[src/rtl/block_mem_arbiter.sv]
// Block memory arbiter: shares one block-wide memory port between I-cache
// refills and D-cache refills/writebacks. One transfer is in flight at a
// time. Contested grants alternate between the sides, every transfer is
// bounded by a timeout, and new I-side grants are held off while a syscall
// drain is in progress.
module block_mem_arbiter #(
    parameter int BLOCK_W  = 256,
    parameter int ADDR_W   = 32,
    parameter int MAX_WAIT = 64
) (
    input  logic               CLK,
    input  logic               RESET,
    // I-cache side
    input  logic               i_req,
    input  logic [ADDR_W-1:0]  i_addr,
    output logic [BLOCK_W-1:0] i_rdata,
    output logic               i_done,
    // D-cache side
    input  logic               d_req,
    input  logic               d_we,
    input  logic [ADDR_W-1:0]  d_addr,
    input  logic [BLOCK_W-1:0] d_wdata,
    output logic [BLOCK_W-1:0] d_rdata,
    output logic               d_done,
    // memory block port
    output logic [ADDR_W-1:0]  mem_addr,
    output logic               mem_blk_rd,
    output logic               mem_blk_wr,
    output logic [BLOCK_W-1:0] mem_wdata,
    input  logic [BLOCK_W-1:0] mem_rdata,
    input  logic               mem_rd_valid,
    input  logic               mem_wr_valid,
    // syscall drain and status
    input  logic               sys_req,
    output logic               sys_idle,
    output logic               timeout_err
);

    localparam int CNT_W = (MAX_WAIT > 2) ? $clog2(MAX_WAIT) : 1;
    localparam logic [CNT_W-1:0] LAST_CNT = CNT_W'(MAX_WAIT - 1);

    typedef enum logic [2:0] {
        ST_IDLE,
        ST_BUSY_I,
        ST_BUSY_DR,
        ST_BUSY_DW,
        ST_RESP
    } state_t;

    state_t             r_state;
    state_t             w_next;
    logic               r_last_d;     // side that won the most recent contested grant
    logic               r_side_d;     // side owning the current transfer (1 = D)
    logic               r_timeout;    // current transfer ended by timeout
    logic [CNT_W-1:0]   r_wait_cnt;
    logic [ADDR_W-1:0]  r_mem_addr;
    logic [BLOCK_W-1:0] r_mem_wdata;
    logic [BLOCK_W-1:0] r_i_rdata;
    logic [BLOCK_W-1:0] r_d_rdata;

    logic w_elig_i;
    logic w_elig_d;
    logic w_contend;
    logic w_grant_i;
    logic w_grant_d;
    logic w_busy_rd;
    logic w_busy_wr;
    logic w_valid;
    logic w_expire;

    // Grant selection: a lone eligible side wins; on contention, the side
    // that did not win the previous contested grant goes first.
    assign w_elig_i  = i_req & ~sys_req;
    assign w_elig_d  = d_req;
    assign w_contend = w_elig_i & w_elig_d;
    assign w_grant_i = (r_state == ST_IDLE) & w_elig_i & (~w_elig_d | r_last_d);
    assign w_grant_d = (r_state == ST_IDLE) & w_elig_d & (~w_elig_i | ~r_last_d);

    // Only the completion matching the transfer kind counts; the other is ignored.
    assign w_busy_rd = (r_state == ST_BUSY_I) | (r_state == ST_BUSY_DR);
    assign w_busy_wr = (r_state == ST_BUSY_DW);
    assign w_valid   = (w_busy_rd & mem_rd_valid) | (w_busy_wr & mem_wr_valid);
    assign w_expire  = (w_busy_rd | w_busy_wr) & ~w_valid & (r_wait_cnt == LAST_CNT);

    // State register.
    always_ff @(posedge CLK or negedge RESET) begin
        // NOTE: sequential state uses non-blocking assignments so every register samples pre-edge values.
        if (!RESET) r_state <= ST_IDLE;
        else        r_state <= w_next;
    end

    // Next-state logic.
    always_comb begin
        // NOTE: default assigned first so no path leaves w_next unassigned (no latch).
        w_next = r_state;
        unique case (r_state)
            ST_IDLE: begin
                if (w_grant_i)      w_next = ST_BUSY_I;
                else if (w_grant_d) w_next = d_we ? ST_BUSY_DW : ST_BUSY_DR;
            end
            ST_BUSY_I, ST_BUSY_DR, ST_BUSY_DW: begin
                if (w_valid || w_expire) w_next = ST_RESP;
            end
            ST_RESP: w_next = ST_IDLE;
            default: w_next = ST_IDLE;
        endcase
    end

    // Grant bookkeeping: latch address/write data, owner, fairness and wait counter.
    always_ff @(posedge CLK or negedge RESET) begin
        // NOTE: the wide data registers are reset too, because every output must read 0 in reset.
        if (!RESET) begin
            r_last_d    <= 1'b1;
            r_side_d    <= 1'b0;
            r_wait_cnt  <= '0;
            r_mem_addr  <= '0;
            r_mem_wdata <= '0;
        end else if (w_grant_i || w_grant_d) begin
            r_wait_cnt <= '0;
            r_side_d   <= w_grant_d;
            if (w_contend) r_last_d <= w_grant_d;
            if (w_grant_i) begin
                r_mem_addr <= i_addr;
            end else begin
                r_mem_addr <= d_addr;
                if (d_we) r_mem_wdata <= d_wdata;
            end
        end else if (w_busy_rd || w_busy_wr) begin
            r_wait_cnt <= r_wait_cnt + CNT_W'(1);
        end
    end

    // Completion: capture read data (or zero on timeout) for the owning side.
    always_ff @(posedge CLK or negedge RESET) begin
        if (!RESET) begin
            r_i_rdata <= '0;
            r_d_rdata <= '0;
            r_timeout <= 1'b0;
        end else if (w_busy_rd && mem_rd_valid) begin
            r_timeout <= 1'b0;
            if (r_side_d) r_d_rdata <= mem_rdata;
            else          r_i_rdata <= mem_rdata;
        end else if (w_expire) begin
            r_timeout <= 1'b1;
            if (r_side_d) r_d_rdata <= '0;
            else          r_i_rdata <= '0;
        end else if (w_valid) begin
            r_timeout <= 1'b0;
        end
    end

    // Outputs are decoded from registered state, so strobes drop on the edge leaving BUSY.
    assign mem_addr    = r_mem_addr;
    assign mem_wdata   = r_mem_wdata;
    assign mem_blk_rd  = w_busy_rd;
    assign mem_blk_wr  = w_busy_wr;
    assign i_rdata     = r_i_rdata;
    assign d_rdata     = r_d_rdata;
    assign i_done      = (r_state == ST_RESP) & ~r_side_d;
    assign d_done      = (r_state == ST_RESP) & r_side_d;
    assign timeout_err = (r_state == ST_RESP) & r_timeout;
    assign sys_idle    = sys_req & (r_state == ST_IDLE) & ~d_req;

endmodule
[config.mk]
export PLATFORM = sky130hd
export DESIGN_NAME = block_mem_arbiter
export DESIGN_NICKNAME = d
export VERILOG_FILES = /design/src/rtl/block_mem_arbiter.sv
export SDC_FILE = /design/constraint.sdc
export NUM_CORES = 1
export LEC_CHECK = 0
export ABC_AREA = 1
export CORE_AREA = 10 10 527 529
export CTS_BUF_LIST = sky130_fd_sc_hd__clkbuf_4 sky130_fd_sc_hd__clkbuf_8 sky130_fd_sc_hd__clkbuf_16
export DETAILED_ROUTE_END_ITERATION = 10
export DIE_AREA = 0 0 537 539
export DONT_BUFFER_PORTS = 1
export GPL_TIMING_DRIVEN = 0
export HOLD_SLACK_MARGIN = 0.1
export PLACE_DENSITY = 0.3
export SETUP_SLACK_MARGIN = 0.5
export SYNTH_ARGS = -nofsm -noshare
export SYNTH_HDL_FRONTEND = slang
export SYNTH_SLANG_ARGS = --single-unit
[constraint.sdc]
create_clock -name CLK -period 3.4 [get_ports CLK]
set_clock_uncertainty 0.05 [all_clocks]
set_input_delay 0.68 -clock CLK [delete_from_list [all_inputs] [get_ports CLK]]
set_output_delay 0.68 -clock CLK [all_outputs]
set_load 0.05 [all_outputs]
# ---- Yosys cells after proc, flatten, opt, wreduce, memory -nomap -nowiden
# Index checks and enable logic that the tools add are counted.
dict set report word_totals {
  ff_bits 812
  output_inout_bits 806
  word_cells 81
  input_bits 584
}
dict set report op_classes {
  n_bitwise 27
  n_mux 19
  n_eq_ne 11
  reduce_logical 14
  n_addsub 1
}
# cell count
set op_table {}
lappend op_table {{$mux 256} 8}
lappend op_table {{$mux 32} 1}
lappend op_table {{$and 1x1->1} 15}
lappend op_table {{$mux 6} 2}
lappend op_table {{$ne 2x2->1 const B} 5}
lappend op_table {{$mux 3} 3}
lappend op_table {{$reduce_and 3->1} 3}
lappend op_table {{$not 1->1} 7}
lappend op_table {{$add 6x1->6 const B} 1}
lappend op_table {{$eq 3x2->1 const B} 2}
lappend op_table {{$eq 6x6->1 const B} 1}
lappend op_table {{$pmux 3 s2} 1}
lappend op_table {{$or 1x1->1} 5}
lappend op_table {{$mux 1} 4}
lappend op_table {{$reduce_and 2->1} 2}
lappend op_table {{$reduce_bool 2->1} 2}
lappend op_table {{$eq 3x1->1 const B} 1}
lappend op_table {{$eq 3x3->1 const B} 1}
lappend op_table {{$logic_not 3->1} 1}
lappend op_table {{$logic_or 1x1->1} 3}
lappend op_table {{$ne 3x3->1 const B} 1}
lappend op_table {{$reduce_bool 3->1} 1}
lappend op_table {{$reduce_or 3->1} 1}
lappend op_table {{$logic_and 1x1->1} 1}

# ---- Logic depth before layout (Yosys ltp)
# Gate-level depths: netlist of run 1.
dict set report logic_depth {
  word_depth 10
  depth_mapped 10
  mapped_depth_nobuf 8
}

# ---- Worst setup path before layout of run 1
# No wires, ideal clock.
dict set report synth_timing {
  path_kind {input -> output}
  from {input port sys_req}
  to {output port sys_idle}
  stages 2
  path_buffers 0
  setup_slack_ns 0.867
  required_time_ns 2.670
  arrival_ns 1.803
  cell_sequence {inv_1 nor3_1}
}
dict set report synth_via {
  elab_chain_cells 2
}
# item line_no
set synth_lines {}
lappend synth_lines {{start: declaration} 34} ;# input logic sys_req,
lappend synth_lines {{$and 1x1->1 (2 in series)} 162} ;# assign sys_idle = sys_req & (r_state == ST_IDLE) & ~d_req;
lappend synth_lines {{end: declaration} 35} ;# output logic sys_idle,
# No other way between the ends.

# ---- Worst setup path in the final report of run 1
dict set report layout_timing {
  from {register r_state[0]}
  to {output port mem_blk_rd}
}
dict set report layout_via {
  elab_chain_cells 2
  elab_cells_between_ends 3
  classes_between {eq/ne: 2; bitwise: 1}
}
# item line_no
set layout_lines {}
lappend layout_lines {{start: declaration} 50} ;# state_t r_state;
lappend layout_lines {{start signal: assignment} 89} ;# else r_state <= w_next;
lappend layout_lines {{$eq 3x1->1 / $eq 3x2->1 (equally long branches)} 80} ;# assign w_busy_rd = (r_state == ST_BUSY_I) | (r_state == ST_BUSY_DR);
lappend layout_lines {{$or 1x1->1 (*)} 80}
lappend layout_lines {{end: declaration} 27} ;# output logic mem_blk_rd,
# Mark *: on every way between the ends. The rest lies on a longest branch, timed or not.

==> flow_summary.ini, run 1 <==
[run_status]
status = complete, but fails checks
failed_checks = hold timing

[synthesis]
ys_seq_area_frac = 0.595
synth_edf_count = 0
syn_inst = 4145
synthArstFlopShare = 1.00
ys_types = 24
syn-cell-area_mm2 = 0.0341
yosys_most_used_dff = dfrtp_1
synthesis.nets = 4730
ys.warnings.count = 0
synth_seq_cells = 812
synth_area_per_cell_um2 = 8.24

[drt]
post_drt_wl_per_cell_um = 27.9
num_vias = 31000
avgViaCountPerCell = 3.65
final_antenna_net_count = 0
dr.pass1.iters = 7
drc = 0
wirelength_um = 236000
drtIter0Drc = 1959

[sta]
whs_ns = -0.426
hold_viol_final = 188
slew_violations = 0
slew_headroom = 0.263
setup-violations-final = 0
fin_crit_ns = 2.83
period_share = 0.833
grt_setup_unrepaired = true
worstMarginPinSlew_ns = 1.11
fmax_ghz = 0.353

[layout]
nNetsFinal = 5363
final_area_mm2 = 0.0479
drive_gt1_frac = 0.0785
syn_to_final_growth_pct = 40.3

[die]
coreArea_mm2 = 0.267
die_h_um = 539
start_util = 0.128
io_pins = 1390
rows = 190
dieArea_mm2 = 0.289
die_x_um = 537

[power_and_ir_drop]
cellLeakagePower_nw = 24.2
finalPower_w = 0.0593
ir_drop_mv = 0.430
pwr_density_cell_mw_per_mm2 = 1240

[placed_design]
hpwl_um = 195000
place.gp.congestion = 0.924
dpl-instance-area_mm2 = 0.0387
io_buffer_count = 0

[setup_path]
critical_path_required_ns = 2.67
cpMaxStageDelayCell = a21oi_2
cp-start-kind = flip-flop
path_max_fanout = 7
path_class = flip-flop to output pin
crit_path_end_kind = output pin
max_stage_delay_ns = 0.73
worstPathArrival_ns = 2.10
cp_cell_sequence = o21ai_2, a21oi_2

[clock_network]
clock_sinks = 812
post_cts_buffers = 0
clkLatencyLatePin_ns = 0.70
tritoncts = done
clkTransAtPathRegs_ns = 0.06
clk_path_buf_depth = 3
htreeDepth = 3
numCtsBuffers = 109
cts_root_buffer = clkbuf_16

[global_routing]
overflow = 0
grt_pass1_wl_um = 310000
grt_pass1_vias = 31600
grt_use_total = 0.156
grt_antenna_before_repair = 94
grt_max_degree = 227

[worst_hold_path]
hold_path.class = input port to asynchronous set/reset pin

[job]
cap_violations = 0
cells in the mapped netlist, drive strengths merged (3+ instances only):
cell / n / area share
a21oi: 4 / 0.00059
buf: 151 / 0.030
clkbuf: 117 / 0.013
dfrtp: 811 / 0.59
inv: 303 / 0.033
nand2: 2175 / 0.24
nand3: 9 / 0.0016
nand4: 256 / 0.047
nor2: 274 / 0.030
nor3: 3 / 0.00044
o211ai: 32 / 0.0070
o21ai: 5 / 0.00084
area by class of cell:
| class | instances | area [µm²] |
|---|---|---|
| fillers | 30200 | 219000 |
| flip-flops and latches | 812 | 20300 |
| multi-input cells | 2762 | 11300 |
| repair buffers | 522 | 5380 |
| well taps | 3552 | 4440 |
| clock buffers | 160 | 3250 |
| plain buffers | 268 | 1510 |
| inverters | 303 | 1140 |
| clock inverters | 37 | 430 |
| diodes | 56 | 140 |
worst paths after layout:
path                          startpoint             end  slack (ns)  cells after the start
max in group asynchronous          RESET    d_rdata[118]        0.81                      4
setup reg to reg                r_side_d    i_rdata[231]        0.72                      6
hold / removal                     RESET  mem_wdata[116]       -0.43                      0
hold reg to reg            r_wait_cnt[4]   r_wait_cnt[4]        0.51                      2
min in group CLK             d_wdata[82]   mem_wdata[82]        0.16                      2
setup / recovery              r_state[0]      mem_blk_rd        0.57                      2
flip-flops by register name (all words and copies together), names as in the netlist:
register	flops
i_rdata	256
mem_addr	32
d_rdata	256
r_timeout	1
r_side_d	1
r_last_d	1
r_wait_cnt	6
mem_wdata	256
r_state	3
per-stage QoR:
| step | setup slack, ns | hold WS (ns) | TNS (ns) | util | std cells |
|---|---|---|---|---|---|
| 2_1_floorplan | 0.867 | 0.334 | 0 | - | 4145 |
| 3_3_place_gp | -0.984 | 0.399 | -75.52 | 0.145 | 7697 |
| 3_5_place_dp | -0.173 | 0.345 | -0.467 | 0.145 | 7703 |
| 4_1_cts | 0.363 | -0.524 | 0 | 0.178 | 8406 |
| 5_1_grt | 0.333 | -0.516 | 0 | 0.179 | 8442 |
| 6_report | 0.566 | -0.426 | 0 | 0.179 | 8472 |
cells in the final DEF, fill, tap and decap left out, types with 5 or more instances in the layout:
master and n:
nand2_1 2171, dfrtp_1 811, dlygate4sd3_1 512, inv_1 299, nor2_1 263, nand4_1 256, clkbuf_16 109, clkbuf_1 105
buf_2 86, diode_2 56, buf_6 44, clkbuf_4 32, o211ai_1 32, clkbuf_8 22, clkinv_2 14, buf_1 11
buf_4 10, clkinvlp_4 9, clkbuf_2 7, nand3_1 7, buf_16 7, nor2_4 6, nor2_2 5
worst max-delay path: cells and delay by family, from the launching register on:
family,cells,cell delay (ns)
AO/OA/AOI/OAI,2,0.91
flip-flops,1,0.48
routing by layer:
metal | vias to the layer above | global-route usage | part of all wire | wire length [µm]
li1 | 14100 | - | - | -
met4 | 44 | 0.0468 | 0.035 | 8170
met5 | - | 0 | 0.0011 | 264
met2 | 1276 | 0.294 | 0.53 | 125000
met1 | 15200 | 0.157 | 0.34 | 81400
met3 | 308 | 0.0590 | 0.093 | 21900
kinds of logic after synthesis:
kind of cell    synth area share
compound gates           0.00891
xor+xnor                0.000257
fa+ha+maj               0.000366
buf+inv                   0.0765
flops                      0.595
simple gates               0.319
power breakdown:
part / switching, W / internal, W
Clock: 0.00498 / 0.00694
Combinational: 0.00848 / 0.00358
Sequential: 0.0217 / 0.0137
what timing repair did:
| action | 4_1_cts | 5_1_grt |
|---|---|---|
| pin swaps | 2 | 2 |
| endpoints found under the setup margin | 277 | 44 |
| endpoints found under the hold margin | 1048 | 291 |
| resized for setup | 23 | 9 |
| hold buffers | 506 | 9 |
Note: power is estimated with default switching activity, not from simulation.
==> run 2, diff against run 1 <==
--- a/config.mk
+++ b/config.mk
@@ -13,7 +13,7 @@
 export DONT_BUFFER_PORTS = 1
 export GPL_TIMING_DRIVEN = 0
 export HOLD_SLACK_MARGIN = 0.1
-export PLACE_DENSITY = 0.3
+export PLACE_DENSITY = 0.31
 export SETUP_SLACK_MARGIN = 0.5
 export SYNTH_ARGS = -nofsm -noshare
 export SYNTH_HDL_FRONTEND = slang
==> constraint.sdc (replaced) <==
create_clock -name CLK -period 2.51 [get_ports CLK]
set_clock_uncertainty 0.05 [all_clocks]
set_input_delay 0.502 -clock CLK [delete_from_list [all_inputs] [get_ports CLK]]
set_output_delay 0.502 -clock CLK [all_outputs]
set_load 0.05 [all_outputs]
==> flow_summary.ini, run 2 (synthesis gave the netlist of run 1 again) <==
[global_routing]
grt_use_total = 0.147
grtUsageMet3 = 0.0521
busiest_layer = met2
grt_pass1_wl_um = 298000
grt_antenna_before_repair = 76
grt_util_met1 = 0.151
overflow = 0
grt_util_met2 = 0.269
grt_pass1_vias = 32100
grt_max_degree = 160

[die]
die_h_um = 539
coreArea_mm2 = 0.267
rows = 190
die_x_um = 537
io_pins = 1390
dieArea_mm2 = 0.289
start_util = 0.128

[placed_design]
hpwl_um = 187000
io_buffer_count = 0
pre_cts_ws_ns = -0.744
dpl-instance-area_mm2 = 0.0388
place.gp.congestion = 0.931

[setup_path]
crit_path_end_kind = output pin
cp-start-kind = flip-flop
crit_family = simple AND/OR/NAND/NOR gates
cp_cell_sequence = nor2_4, nand2_4, nor3_4
rrSetupSlack_ns = 0.04
path_max_fanout = 3
path_buf_inv = 0
reg2reg_from = r_state[0]
path_class = flip-flop to output pin
worstPathArrival_ns = 1.98
reg2reg_to = i_rdata[213]
critical_path_required_ns = 1.96
max_stage_delay_ns = 0.58
r2r_cells = 11
cpMaxStageDelayCell = nor3_4

[layout]
drive_gt1_frac = 0.0898
multi_input_area_mm2 = 0.0114
utilization = 0.187
layout_common_cells = nand2_1 (2167), dfrtp_1 (805), dlygate4sd3_1 (570)
nNetsFinal = 5455
syn_to_final_growth_pct = 46.2
final-seq-area_mm2 = 0.0203
final_area_mm2 = 0.0499
final_common_cell = nand2_1
fillCellCount = 29900

[run_status]
failed_checks = hold timing, setup timing
status = complete, but fails checks

[sta]
hold_viol_final = 376
slew_violations = 0
fmax_ghz = 0.394
whs_ns = -0.611
setup-violations-final = 1
period_share = 1.01
slew_headroom = 0.265
worstMarginPinSlew_ns = 1.10
grt_setup_unrepaired = true
fin_crit_ns = 2.54
final.setup.worst_slack_ns = -0.0268

[power_and_ir_drop]
cellLeakagePower_nw = 25.2
seq_power_share = 0.586
clkPwrFrac = 0.196
switching_share = 0.585
p_int_w = 0.0340
finalPower_w = 0.0820
p_sw_w = 0.0480
p_comb_frac = 0.218
pwr_density_cell_mw_per_mm2 = 1640
ir_drop_mv = 0.797

[drt]
num_vias = 31300
wirelength_um = 229000
drc = 0
avgViaCountPerCell = 3.66
drtIter0Drc = 2334
post_drt_wl_per_cell_um = 26.7
final_antenna_net_count = 0
dr.pass1.iters = 5

[worst_hold_path]
hold_path.class = input port to asynchronous set/reset pin

[clock_network]
clk_path_buf_depth = 3
numCtsBuffers = 106
tritoncts = done
cts_root_buffer = clkbuf_16
htreeDepth = 3
postCtsHoldBufs = 570
clock_sinks = 812
clkTransAtPathRegs_ns = 0.06
clkLatencyLatePin_ns = 0.74

[job]
cap_violations = 0
==> run 2: cell types whose count changed in the layout (fill, tap and decap cells not counted), moves of 5 or more <==
cell	previous run	this run
clkbuf_16	109	129
buf_6	44	20
dlygate4sd3_1	512	570
clkbuf_1	105	100
buf_12	3	44
nor2_4	6	11
dfrtp_1	811	805
clkbuf_2	7	13
clkinvlp_4	9	3
clkbuf_8	22	36
clkbuf_4	32	27
buf_2	86	74
buf_8	0	6
nor2_1	263	258
==> run 2: how the worst max path moves through the flow <==
stage / slack [ns] / cells after the start / to / start
floorplan: 0.53 / 10 / d_rdata[246] / r_state[0]
global placement: -1.36 / 6 / i_rdata[204] / r_side_d
detailed placement: -0.74 / 8 / d_rdata[51] / r_state[0]
CTS: -0.16 / 3 / sys_idle / r_state[1]
global route: -0.09 / 11 / i_rdata[213] / r_state[0]
finish: -0.03 / 3 / sys_idle / r_state[0]
==> run 2: cell type report <==
cell class	count	share of cell area
antenna	57	0.00286
multi-input combinational	2762	0.229
buffer	268	0.0407
clock inverter	31	0.00787
tap	3552	0.0890
sequential	812	0.407
timing repair buffer	617	0.134
inverter	303	0.0231
clock buffer	164	0.0660
==> run 2: metal layers <==
metal  vias to the layer above  wire length, µm
met2                      1426           116000
met1                     15200            80000
li1                      14300                -
met5                         -               55
met4                         8            11800
met3                       334            20500
==> run 2: what timing repair did <==
action | CTS | global route
resized for setup | 150 | 67
setup endpoints to repair | 1554 | 1611
pin swaps | 18 | 12
gates cloned | 0 | 24
hold endpoints to repair | 1155 | 376
setup buffers | 9 | 6
==> run 2: power by group through the flow <==
stage	sequential (W)	clock (W)	combinational, W
2_1_floorplan	0.0424	0	0.00989
3_3_place_gp	0.0488	0	0.0149
3_5_place_dp	0.0487	0	0.0155
4_1_cts	0.0485	0.0167	0.0172
5_1_grt	0.0486	0.0172	0.0203
6_report	0.0480	0.0161	0.0179
==> run 2: through the flow <==
step                hold slack [ns]  setup TNS, ns  cells
global placement              0.211        -425.64   7697
global route                 -0.688          -7.11   8541
finish                       -0.611        -0.0268   8566
floorplan                     0.156              0   4145
detailed placement            0.163        -304.35   7705
CTS                          -0.714         -0.417   8479
==> run 3, diff against run 2 <==
--- a/config.mk
+++ b/config.mk
@@ -15,6 +15,7 @@
 export HOLD_SLACK_MARGIN = 0.1
 export PLACE_DENSITY = 0.31
 export SETUP_SLACK_MARGIN = 0.5
+export SKIP_CTS_REPAIR_TIMING = 1
 export SYNTH_ARGS = -nofsm -noshare
 export SYNTH_HDL_FRONTEND = slang
 export SYNTH_SLANG_ARGS = --single-unit
==> flow_summary.ini, run 3 (synthesis gave the netlist of run 1 again) <==
[sta]
whs_ns = -0.613
grt_setup_unrepaired = true
hold_viol_final = 376
setup-violations-final = 2
worstMarginPinSlew_ns = 1.10
period_share = 1.06
fin_crit_ns = 2.65
slew_violations = 0
setup-tns-final_ns = -0.162
fmax_ghz = 0.377
final.setup.worst_slack_ns = -0.143
slew_headroom = 0.270

[layout]
drive_gt1_frac = 0.0796
layout_common_cells = nand2_1 (2168), dfrtp_1 (809), dlygate4sd3_1 (562)
syn_to_final_growth_pct = 42.4
fillCellCount = 30000
multi_input_area_mm2 = 0.0113
final-seq-area_mm2 = 0.0203
utilization = 0.182
layout.cells.non_filler = 8514
final_common_cell = nand2_1
nNetsFinal = 5409

[global_routing]
grt_util_met2 = 0.263
busiest_layer = met2
overflow = 0
grt_antenna_before_repair = 78
grt_use_total = 0.146
grtUsageMet3 = 0.0630
grt_util_met1 = 0.143
grt_pass1_vias = 28800
grt_pass1_wl_um = 289000
grt_max_degree = 160

[job]
cap_violations = 0

[setup_path]
crit_path_end_kind = output pin
timing.critical_path.to = sys_idle
path_max_fanout = 5
cpMaxStageDelayCell = nor3_4
r2r_cells = 9
rrSetupSlack_ns = 0
reg2reg_to = i_rdata[196]
path_class = flip-flop to output pin
cp_cell_sequence = nor2_4, nand2_4, nor3_4
crit_path_start = r_state[0]
worstPathArrival_ns = 2.10
reg2reg_from = r_state[0]
cp-start-kind = flip-flop
max_stage_delay_ns = 0.63
critical_path_required_ns = 1.96

[run_status]
status = complete, but fails checks
failed_checks = hold timing, setup timing

[die]
start_util = 0.128
dieArea_mm2 = 0.289
rows = 190
die_x_um = 537
coreArea_mm2 = 0.267
io_pins = 1390
die_h_um = 539

[drt]
drc = 0
wirelength_um = 224000
drtIter0Drc = 2078
final_antenna_net_count = 0
avgViaCountPerCell = 3.66
post_drt_wl_per_cell_um = 26.3
dr.pass1.iters = 6
num_vias = 31100

[clock_network]
clkTransAtPathRegs_ns = 0.06
clkLatencyLatePin_ns = 0.74
tritoncts = done
clk_path_buf_depth = 3
cts_root_buffer = clkbuf_16
htreeDepth = 3
numCtsBuffers = 106
clock_sinks = 812

[power_and_ir_drop]
pwr_density_cell_mw_per_mm2 = 1660
cellLeakagePower_nw = 24.6
ir_drop_mv = 0.797

[placed_design]
place.gp.congestion = 0.931
io_buffer_count = 0
hpwl_um = 187000
placedCellCount = 7705
pre_cts_ws_ns = -0.744

[worst_hold_path]
hold_path.class = input port to asynchronous set/reset pin
==> run 3: worst min-delay path by stage <==
| stage | to | slack (ns) |
|---|---|---|
| floorplan | d_rdata[0] | 0.16 |
| global placement | mem_wdata[95] | 0.21 |
| detailed placement | mem_wdata[88] | 0.16 |
| CTS | mem_wdata[69] | -0.71 |
| global route | mem_wdata[74] | -0.68 |
| finish | mem_wdata[70] | -0.61 |
==> run 3: final cells by class <==
cell class,count,share of cell area
Antenna cell,51,0.00263
Tap cell,3552,0.0914
Timing Repair Buffer,571,0.120
Clock buffer,164,0.0678
Multi-Input combinational cell,2762,0.234
Clock inverter,31,0.00808
Buffer,268,0.0348
Sequential cell,812,0.418
Inverter,303,0.0237
==> run 3: worst max-delay path, delay by kind of cell (launching register included) <==
family / cells / cell delay [ns]
flops: 1 / 0.46
simple gates: 3 / 0.88
==> run 3: layer usage <==
layer | wire length (µm) | vias up
met3 | 20000 | 358
met4 | 11700 | 12
li1 | - | 14200
met2 | 114000 | 1428
met5 | 78 | -
met1 | 78300 | 15100
==> run 3: where the power goes <==
| group | internal, W | switching (W) | total, W |
|---|---|---|---|
| Combinational | 0.00511 | 0.0112 | 0.0164 |
| Sequential | 0.0185 | 0.0295 | 0.0480 |
| Clock | 0.00939 | 0.00670 | 0.0161 |
| Total | 0.0330 | 0.0475 | 0.0804 |
==> run 3: stage by stage <==
stage / hold WS, ns / total power [W] / instance area (µm²)
after detailed placement: 0.163 / 0.0642 / 38800
after floorplan: 0.156 / 0.0523 / 34100
after CTS: -0.714 / 0.0807 / 42500
after global routing: -0.680 / 0.0844 / 48600
final: -0.613 / 0.0804 / 48600
after global placement: 0.211 / 0.0637 / 38600
